==> config.mk <==
export PLATFORM = sky130hd
export DESIGN_NAME = soc_ram_arbiter
export DESIGN_NICKNAME = d
export VERILOG_FILES = /design/src/rtl/soc_ram_arb_pkg.sv /design/src/rtl/soc_ram_arb_rr2.sv /design/src/rtl/soc_ram_arbiter.sv
export SDC_FILE = /design/constraint.sdc
export NUM_CORES = 1
export LEC_CHECK = 0
export ABC_CLOCK_PERIOD_IN_PS = 4500
export CORE_AREA = 2 2 107 109
export CTS_CLUSTER_DIAMETER = 150
export DETAILED_ROUTE_END_ITERATION = 6
export DIE_AREA = 0 0 109 111
export PLACE_DENSITY = 0.68
export SLEW_MARGIN = 20
export SYNTH_ARGS = -nofsm -noshare
export SYNTH_HDL_FRONTEND = slang
export SYNTH_HIERARCHICAL = 1
export SYNTH_SLANG_ARGS = --single-unit
==> constraint.sdc <==
create_clock -name clk -period 4.5 [get_ports clk]
set_input_delay 0.45 -clock clk [delete_from_list [all_inputs] [get_ports clk]]
set_output_delay 0.45 -clock clk [all_outputs]
set_load 0.03 [all_outputs]
==> src/rtl/soc_ram_arb_pkg.sv <==
// Shared types and default widths for the on-chip RAM arbiter.
// The port id enum serves as the grant, round-robin state and response tag.
package soc_ram_arb_pkg;

  typedef enum logic {
    PORT_A = 1'b0,
    PORT_B = 1'b1
  } port_id_t;

  localparam int ADDR_W_DEF = 13;
  localparam int DATA_W_DEF = 32;
  localparam int CNT_W_DEF  = 16;

endpackage

==> src/rtl/soc_ram_arb_rr2.sv <==
// Two-requester round-robin grant logic.
// The grant is combinational; last_grant remembers who was served most recently.
module soc_ram_arb_rr2
  import soc_ram_arb_pkg::*;
(
  input  logic clk,
  input  logic reset_n,
  input  logic enable,
  input  logic req_a,
  input  logic req_b,
  output logic grant_a,
  output logic grant_b
);

  port_id_t last_grant;

  always_ff @(posedge clk or negedge reset_n) begin
    if (!reset_n) begin
      last_grant <= PORT_B;
    end else if (grant_a) begin
      last_grant <= PORT_A;
    end else if (grant_b) begin
      last_grant <= PORT_B;
    end
  end

  // On a tie the port that was not served last wins.
  always_comb begin
    grant_a = 1'b0;
    grant_b = 1'b0;
    if (enable) begin
      if (req_a && req_b) begin
        grant_a = (last_grant == PORT_B);
        grant_b = (last_grant == PORT_A);
      end else begin
        grant_a = req_a;
        grant_b = req_b;
      end
    end
  end

endmodule

==> src/rtl/soc_ram_arbiter.sv <==
// Shares the single-port on-chip RAM between the host master (A) and the audio
// fetcher (B): request mux, one-deep read response tag and contention counter.
module soc_ram_arbiter
  import soc_ram_arb_pkg::*;
#(
  parameter int ADDR_W = ADDR_W_DEF,
  parameter int DATA_W = DATA_W_DEF,
  parameter int CNT_W  = CNT_W_DEF
) (
  input  logic                clk,
  input  logic                reset_n,
  input  logic [ADDR_W-1:0]   a_address,
  input  logic [DATA_W/8-1:0] a_byteenable,
  input  logic                a_read,
  input  logic                a_write,
  input  logic [DATA_W-1:0]   a_writedata,
  output logic                a_waitrequest,
  output logic [DATA_W-1:0]   a_readdata,
  output logic                a_readdatavalid,
  input  logic [ADDR_W-1:0]   b_address,
  input  logic [DATA_W/8-1:0] b_byteenable,
  input  logic                b_read,
  input  logic                b_write,
  input  logic [DATA_W-1:0]   b_writedata,
  output logic                b_waitrequest,
  output logic [DATA_W-1:0]   b_readdata,
  output logic                b_readdatavalid,
  output logic [ADDR_W-1:0]   ram_address,
  output logic [DATA_W/8-1:0] ram_byteenable,
  output logic                ram_chipselect,
  output logic                ram_write,
  output logic [DATA_W-1:0]   ram_writedata,
  input  logic [DATA_W-1:0]   ram_readdata,
  output logic [CNT_W-1:0]    cont_count,
  input  logic                cont_clear
);

  localparam int BE_W = DATA_W / 8;

  logic     armed;
  logic     req_a;
  logic     req_b;
  logic     grant_a;
  logic     grant_b;
  logic     tag_valid;
  port_id_t tag_id;

  assign req_a = a_read | a_write;
  assign req_b = b_read | b_write;

  // Holds off grants for the first cycle after reset release.
  always_ff @(posedge clk or negedge reset_n) begin
    if (!reset_n) begin
      armed <= 1'b0;
    end else begin
      armed <= 1'b1;
    end
  end

  soc_ram_arb_rr2 u_rr2 (
    .clk     (clk),
    .reset_n (reset_n),
    .enable  (armed),
    .req_a   (req_a),
    .req_b   (req_b),
    .grant_a (grant_a),
    .grant_b (grant_b)
  );

  assign a_waitrequest = ~grant_a;
  assign b_waitrequest = ~grant_b;

  // Reads always fetch the full word, so byteenable only matters for writes.
  always_comb begin
    ram_chipselect = 1'b0;
    ram_address    = '0;
    ram_byteenable = '0;
    ram_write      = 1'b0;
    ram_writedata  = '0;
    if (grant_a) begin
      ram_chipselect = 1'b1;
      ram_address    = a_address;
      ram_byteenable = a_write ? a_byteenable : {BE_W{1'b1}};
      ram_write      = a_write;
      ram_writedata  = a_writedata;
    end else if (grant_b) begin
      ram_chipselect = 1'b1;
      ram_address    = b_address;
      ram_byteenable = b_write ? b_byteenable : {BE_W{1'b1}};
      ram_write      = b_write;
      ram_writedata  = b_writedata;
    end
  end

  always_ff @(posedge clk or negedge reset_n) begin
    if (!reset_n) begin
      tag_valid <= 1'b0;
      tag_id    <= PORT_A;
    end else begin
      tag_valid <= (grant_a & ~a_write) | (grant_b & ~b_write);
      tag_id    <= grant_b ? PORT_B : PORT_A;
    end
  end

  assign a_readdatavalid = tag_valid && (tag_id == PORT_A);
  assign b_readdatavalid = tag_valid && (tag_id == PORT_B);
  assign a_readdata      = ram_readdata;
  assign b_readdata      = ram_readdata;

  always_ff @(posedge clk or negedge reset_n) begin
    if (!reset_n) begin
      cont_count <= '0;
    end else if (cont_clear) begin
      cont_count <= '0;
    end else if (armed && req_a && req_b && (cont_count != {CNT_W{1'b1}})) begin
      cont_count <= cont_count + 1'b1;
    end
  end

endmodule

* Yosys cells after proc, flatten, opt, wreduce, memory -nomap -nowiden *
Cells that the tools add are included.

word-level totals
  register bits after elaboration = 20
  bits in latches = 0
  memory bits (writable) = 0
  ROM bits = 0
  word-level logic and storage cells = 46
  memories kept = 0

cells by class
  add/subtract/negate cells = 1
  multipliers = 0
  divide/modulo/power cells = 0
  $lt $le $gt $ge = 0
  eq/ne operators = 1
  shift operators = 0
  muxes and demuxes = 20
  bitwise operators = 11
  reduce and logical (&&, ||, !) cells = 8

operators with widths
  kind                                                              count
  32-bit 2-to-1 mux                                                 2
  16-bit 2-to-1 mux                                                 2
  13-bit 2-to-1 mux                                                 2
  16-bit by 1-bit adder with 16-bit output (second input constant)  1
  4-bit 2-to-1 mux                                                  4
  16-bit inequality test (second input constant)                    1
  1-bit 2-to-1 mux                                                  10
  1-bit logical AND                                                 6
  1-bit NOT                                                         6
  2-bit nonzero test                                                2
  1-bit OR                                                          3
  1-bit bitwise AND                                                 2

* Logic depth before layout (Yosys ltp) *
Gate-level depths: netlist (run 1).

  word-level depth = 6
  depth in mapped cells = 8

* Cells and area by module *
Netlist (run 1), hierarchy kept.

modules (own cells, without submodules)
  module           times used  cells an instance  area an instance (um2)
  soc_ram_arbiter  1           243                2,026.9
  soc_ram_arb_rr2  1           8                  62.6

* Worst setup path before layout (run 1) *
No wires, ideal clock.

  path kind = in2out
  from = in a_write
  to = out ram_address[10]
  arrival time = 2.362 ns
  required time = 4.050 ns
  setup slack = 1.688 ns
  stages on the path = 6
  buffers on the path = 1
  cell sequence = or2_2 -> a21oi_1 -> inv_1 -> nor2_1 -> clkbuf_1 -> a22o_1

on the way
  word-level cells in the longest chain between the ends = 6
  elaborated cells on any way between the ends = 8
  those cells by class = mux: 6; bitwise: 1; reduce/logical: 1

RTL lines
  what               line                   RTL
  start, declared    soc_ram_arbiter.sv:15  input logic a_write,
  1-bit OR           soc_ram_arbiter.sv:48  assign req_a = a_read | a_write;
  1-bit logical AND  soc_ram_arb_rr2.sv:32  if (req_a && req_b) begin
  1-bit 2-to-1 mux   soc_ram_arb_rr2.sv:32
  1-bit 2-to-1 mux   soc_ram_arb_rr2.sv:31  if (enable) begin
  net grant_b        soc_ram_arbiter.sv:44  logic grant_b;
  13-bit 2-to-1 mux  soc_ram_arbiter.sv:86  end else if (grant_b) begin
  13-bit 2-to-1 mux  soc_ram_arbiter.sv:80  if (grant_a) begin
  end, declared      soc_ram_arbiter.sv:28  output logic [ADDR_W-1:0] ram_address,

The timed path passes the listed nets, and every way through them passes these cells.

* Worst setup path after layout (run 1) *
  from = in b_write
  to = out ram_writedata[22]

on the way
  word-level cells in the longest chain between the ends = 6
  elaborated cells on any way between the ends = 8
  those cells by class = mux: 6; bitwise: 1; reduce/logical: 1

RTL lines
  what                   line                   RTL
  start, declared        soc_ram_arbiter.sv:23  input logic b_write,
  1-bit OR (*)           soc_ram_arbiter.sv:49  assign req_b = b_read | b_write;
  net req_b              soc_ram_arbiter.sv:42  logic req_b;
  1-bit logical AND      soc_ram_arb_rr2.sv:32
  1-bit 2-to-1 mux (*)   soc_ram_arb_rr2.sv:32
  1-bit 2-to-1 mux (*)   soc_ram_arb_rr2.sv:31
  net grant_b            soc_ram_arbiter.sv:44
  32-bit 2-to-1 mux (*)  soc_ram_arbiter.sv:86
  32-bit 2-to-1 mux (*)  soc_ram_arbiter.sv:80
  end, declared          soc_ram_arbiter.sv:32  output logic [DATA_W-1:0] ram_writedata,

Mark *: on every way through the listed nets, which the timed path passes. The rest lies on a longest branch.

==> flow_summary.yaml, run 1 <==
routing:
  vias_per_cell: 4.54
  routed-via-count: 2265
  drtPass1Iterations: 4
  wl_microns: 9300
  ant_nets: 0
  wl_per_cell_microns: 18.6
  drtIter0Drc: 73
  route.detailed.drc: 0
placement:
  numPlacedInstances: 494
  place_hpwl_microns: 8270
  routabilityCongestion: 0.820
  place_area_sq_um: 3490
  port_buffers: 175
clock_network:
  cts_tree: "built"
  clkTransAtPathRegs_ns: 0.06
  htree_num_levels: 1
  cts_resized: 0
  cts_max_path_buffers: 2
  cts_num_sinks: 20
  post_cts_buffers: 0
  postCtsHoldBufs: 0
  clock_latency_ns: 0.25
  cts_buffers: 3
  clockRootBuffer: "clkbuf_16"
setup_path:
  cp-end-kind: "output port"
  regToRegStartpoint: "cont_count[9]$_DFFE_PN0P_"
  start_kind: "primary input"
  worstPathMaxFanout: 28
  r2r_end: "cont_count[6]$_DFFE_PN0P_"
  crit_required_ns: 4.05
  arrival_ns: 3.60
  path_class: "primary input to output port"
  rrSetupSlack_ns: 2.60
  worstRegToRegCells: 5
finish:
  areaGrowthSynthToFinish_pct: 72.0
  final_cell_mix: "clkdlybuf4s50_1 (158), a22o_1 (43), nor2_1 (19), dfrtp_1 (19), buf_4 (18)"
  layout_commonest_cell: "clkdlybuf4s50_1"
  num-nets-final: 494
  drive_above_1_share_pct: 9.58
  fin_util_pct: 32.5
  final_area_sq_um: 3590
  fillers: 1149
  finalNonFillerCells: 499
yosys:
  ys_seq_area_share_pct: 24.0
  synth_area_sq_um: 2090
  async_flop_share_pct: 100
  synth_edf_count: 0
  synth_cell_types: 39
  ys_ff_latch: 20
  synthCells: 251
  synth_fp_nets: 389
  syn_avg_cell_area_sq_um: 8.32
  ys.warnings.count: 6
  ys.flop_type: "dfrtp_1"
floorplan:
  dieArea_sq_um: 12100
  core_sq_um: 11100
  fp.dieW_microns: 109
  start_util_pct: 18.9
  io-pin-count: 272
  die-height_microns: 111
  row_count: 39
sta:
  setup_viol: 0
  rsz0062_at_grt: "false"
  hold_viol: 0
  final.period_utilization_pct: 90.0
  fin_skew_ns: 0.00301
  final_max_slew_viol_count: 0
  tightestPinTransition_ns: 0.926
  min_period_ns: 4.05
  fmax_ghz: 0.247
  relSlewSlack_pct: 38.1
  finalSetupTns_ns: 0
status:
  outcome: "finished clean"
global_route:
  grt_pass1_wl_microns: 13400
  grt_usage_pct: 14.9
  grt_pass1_vias: 2335
  grt_antenna_before_repair: 2
  grt-ovfl-total: 0
  grt_max_degree: 31
hold_path:
  hold_end: "cont_count[4]$_DFFE_PN0P_"
  hold_path_class: "register to register"
  holdPathStages: 1
  hp-start: "cont_count[4]$_DFFE_PN0P_"
power_and_ir_drop:
  power_density_nw_per_um2: 251
  finalPower_uw: 902
  p_leak_nw: 1.38
  ir_drop_v: 0.000171
flow_run:
  max-cap-violations: 0
## registers in the layout (all words and copies together) (netlist names)
name / cells
cont_count: 16
armed: 1
tag_id: 1
u_rr2/last_grant: 1
tag_valid: 1
## cells in the mapped netlist (all sizes together) (3+ instances only)
cell type / count / area share, %
a22o: 43 / 18
inv: 3 / 0.54
xor2: 3 / 1.3
nand2: 15 / 2.7
xnor2: 10 / 4.2
nor4: 5 / 2.4
o21ai: 8 / 1.9
clkbuf: 11 / 2.0
nor3: 4 / 0.96
dfrtp: 19 / 23
nor2: 20 / 3.6
nand3: 5 / 1.2
or2: 3 / 0.90
nand4: 5 / 1.8
a21oi: 9 / 2.2
buf: 66 / 24
## critical path: stages
cell and delay, ns:
clkdlybuf4s50_1 0.61, or2_2 0.22, nand2_1 0.08, a21oi_1 0.45
inv_1 0.22, nor2_4 0.57, a22o_1 0.30, clkdlybuf4s50_1 0.70
## power breakdown
group	internal (mW)	switching [mW]	total (mW)
Sequential	0.187	0.00478	0.192
Combinational	0.218	0.246	0.464
Clock	0.176	0.0698	0.246
Total	0.581	0.321	0.902
## logic make-up (layout without fill, tap and decap cells)
kind of cell    after synthesis  after routing  synth area share, %
xor+xnor                     13             13                 5.45
other cells                   1              2                0.179
fa+ha+maj                     1              1                0.599
flops                        20             20                 24.0
buf+inv                      81            185                 26.4
compound gates               67             67                 25.9
simple gates                 68             68                 17.4
## routing by layer
layer	vias up	GRT usage (%)	part of all wire [%]
li1	1044	-	-
met1	1047	16.9	35
met2	146	24.4	48
met3	26	5.64	14
met4	2	6.84	3.1
met5	-	0	0.14
## final cells by class
| type | count | area, sq um | share of cell area, % |
|---|---|---|---|
| Tap cell | 143 | 179 | 4.98 |
| Clock buffer | 3 | 75.1 | 2.09 |
| Inverter | 4 | 15.0 | 0.418 |
| Antenna cell | 1 | 2.50 | 0.0696 |
| Timing Repair Buffer | 177 | 1740 | 48.3 |
| Clock inverter | 1 | 30.0 | 0.835 |
| Multi-Input combinational cell | 150 | 1050 | 29.3 |
| Sequential cell | 20 | 502 | 14.0 |
## worst max path at each step
stage	to	cells after the start	slack [ns]	from
final	ram_writedata[22]	8	0.45	b_write
after global routing	ram_writedata[22]	8	0.21	b_write
after CTS	ram_writedata[22]	8	0.37	b_write
after detailed placement	ram_writedata[22]	8	0.38	b_write
after global placement	ram_writedata[22]	8	0.52	b_write
after floorplan	ram_address[10]	6	1.69	a_write
## metrics by stage
stage	hold WS, ns	worst slack [ns]
6_report	0.558	0.451
3_3_place_gp	0.538	0.521
4_1_cts	0.564	0.371
3_5_place_dp	0.554	0.383
5_1_grt	0.580	0.214
2_1_floorplan	0.154	1.69
No activity file was read; power rests on OpenSTA's default activity.
==> run 2, diff against run 1 <==
Settings changed: CELL_PAD_IN_SITES_DETAIL_PLACEMENT from default to 1, CELL_PAD_IN_SITES_GLOBAL_PLACEMENT from default to 1, CORE_AREA 2 2 107 109 to default, CORE_UTILIZATION from default to 17, DIE_AREA 0 0 109 111 to default, PLACE_DENSITY 0.68 to 0.91.
==> run 2 against run 1 <==
Against the previous run:
- clock skew increased by 0.0029 ns
- fmax increased by 2.2%
- worst setup slack improved by 0.086 ns
- final cell count increased by 0.60%
- via count increased by 0.57%
- critical endpoint is now ram_writedata[7]
==> flow_summary.yaml, run 2 (same netlist as run 1, synthesis figures left out) <==
finish:
  largest_register_ffs: 16
  drive_above_1_share_pct: 8.17
  final_cell_mix: "clkdlybuf4s50_1 (163), a22o_1 (43), nor2_1 (19), dfrtp_1 (19), nand2_1 (15)"
  finalNonFillerCells: 502
  num-nets-final: 494
  regMostFlops: "cont_count"
  layout_commonest_cell: "clkdlybuf4s50_1"
  fillers: 1399
  areaGrowthSynthToFinish_pct: 72.0
  antenna_cells: 0
setup_path:
  worstRegToRegCells: 5
  path_class: "primary input to output port"
  r2r_end: "cont_count[0]$_DFFE_PN0P_"
  worstPathMaxFanout: 44
  arrival_ns: 3.51
  start_kind: "primary input"
  cp-end-kind: "output port"
  rrSetupSlack_ns: 2.57
  regToRegStartpoint: "cont_count[9]$_DFFE_PN0P_"
  crit_required_ns: 4.05
sta:
  tightestPinTransition_ns: 0.625
  hold_viol: 0
  finalSetupTns_ns: 0
  final_max_slew_viol_count: 0
  fmax_ghz: 0.252
  rsz0062_at_grt: "false"
  final.period_utilization_pct: 88.1
  fin_skew_ns: 0.00595
  setup_viol: 0
  relSlewSlack_pct: 58.0
  min_period_ns: 3.96
flow_run:
  max-cap-violations: 0
clock_network:
  cts_num_sinks: 20
  clkTransAtPathRegs_ns: 0.06
  cts_buffers: 3
  cts_resized: 0
  postCtsHoldBufs: 0
  post_cts_buffers: 0
  cts_max_path_buffers: 2
  htree_num_levels: 1
  clockRootBuffer: "clkbuf_16"
  clock_latency_ns: 0.25
  cts_tree: "built"
floorplan:
  io-pin-count: 272
  dieArea_sq_um: 12700
  row_count: 40
  start_util_pct: 17.4
  core_sq_um: 12000
  die-height_microns: 113
  fp.dieW_microns: 113
routing:
  routed-via-count: 2278
  wl_per_cell_microns: 19.5
  ant_nets: 0
  wl_microns: 9780
  route.detailed.drc: 0
  vias_per_cell: 4.54
  drtIter0Drc: 59
  drtPass1Iterations: 4
global_route:
  grt_antenna_before_repair: 0
  grt-ovfl-total: 0
  grt_pass1_vias: 2517
  grt_pass1_wl_microns: 14300
  grt_usage_pct: 15.0
  grt_max_degree: 45
hold_path:
  hold_path_class: "primary input to asynchronous set/reset pin"
placement:
  routabilityCongestion: 0.762
  numPlacedInstances: 498
  port_buffers: 175
  place_hpwl_microns: 8400
power_and_ir_drop:
  comb_power_share_pct: 51.4
  power_density_nw_per_um2: 251
  p_leak_nw: 1.36
  ir_drop_v: 0.000105
  p_sw_share_pct: 35.6
  seqPwrFrac_pct: 21.3
  switchingPower_uw: 322
  p_int_uw: 581
  p_clk_share_pct: 27.4
status:
  outcome: "finished clean"
## run 2: cell types whose count changed in the layout (fill, tap and decap cells not counted), sizes merged
cell and change:
clkdlybuf4s50 +5, buf -5, diode -1
## run 2: worst max-delay path, cell delays in order
cell	delay (ns)
clkdlybuf4s50_1	0.50
or2_2	0.38
a21oi_1	0.46
inv_1	0.21
nor2_4	0.14
buf_4	0.40
a22o_1	0.25
clkdlybuf4s50_1	0.69
## run 2: how the worst max path moves through the flow
stage,to,slack (ns),start
6_report,ram_writedata[7],0.54,a_write
5_1_grt,ram_writedata[4],0.34,a_write
4_1_cts,ram_writedata[7],0.52,a_write
3_5_place_dp,ram_writedata[7],0.53,a_write
3_3_place_gp,ram_writedata[4],0.66,a_write
2_1_floorplan,ram_address[10],1.69,a_write
## run 2: per-layer routing
layer,GRT usage (%),up-vias,share of wire [%]
li1,-,1044,-
met1,15.3,1084,34
met2,29.9,123,57
met3,3.05,27,6.5
met4,5.26,0,2.4
met5,0,-,0
## run 2: stage by stage
step                      worst slack [ns]  total power [mW]  instance area (sq um)  hold slack [ns]  util (%)
final                                0.536             0.903                   3590            0.145      29.9
after global routing                 0.338             0.943                   3590            0.187      29.9
after CTS                            0.521             0.920                   3600            0.574      30.0
after detailed placement             0.530             0.666                   3490            0.565      29.1
after global placement               0.663             0.661                   3490            0.528      29.1
after floorplan                       1.69             0.518                   2090            0.154         -
## run 2: cell type report
type                            count  area (sq um)  area share [%]
Clock inverter                      1          30.0           0.835
Timing Repair Buffer              177          1730            48.2
Clock buffer                        3          75.1            2.09
Inverter                            4          15.0           0.418
Tap cell                          147           184            5.12
Multi-Input combinational cell    150          1050            29.3
Sequential cell                    20           502            14.0
## run 2: power by group through the flow
stage,Sequential [mW],Clock (mW),Combinational [mW]
global route,0.193,0.262,0.487
floorplan,0.197,0,0.321
finish,0.192,0.247,0.464
detailed placement,0.196,0,0.471
global placement,0.195,0,0.466
CTS,0.192,0.254,0.473
==> run 3, diff against run 2 <==
Settings changed: ABC_CLOCK_PERIOD_IN_PS 4500 to default.
==> results of run 3 <==
The final DEF is identical to that of run 2; final timing and power are the same.
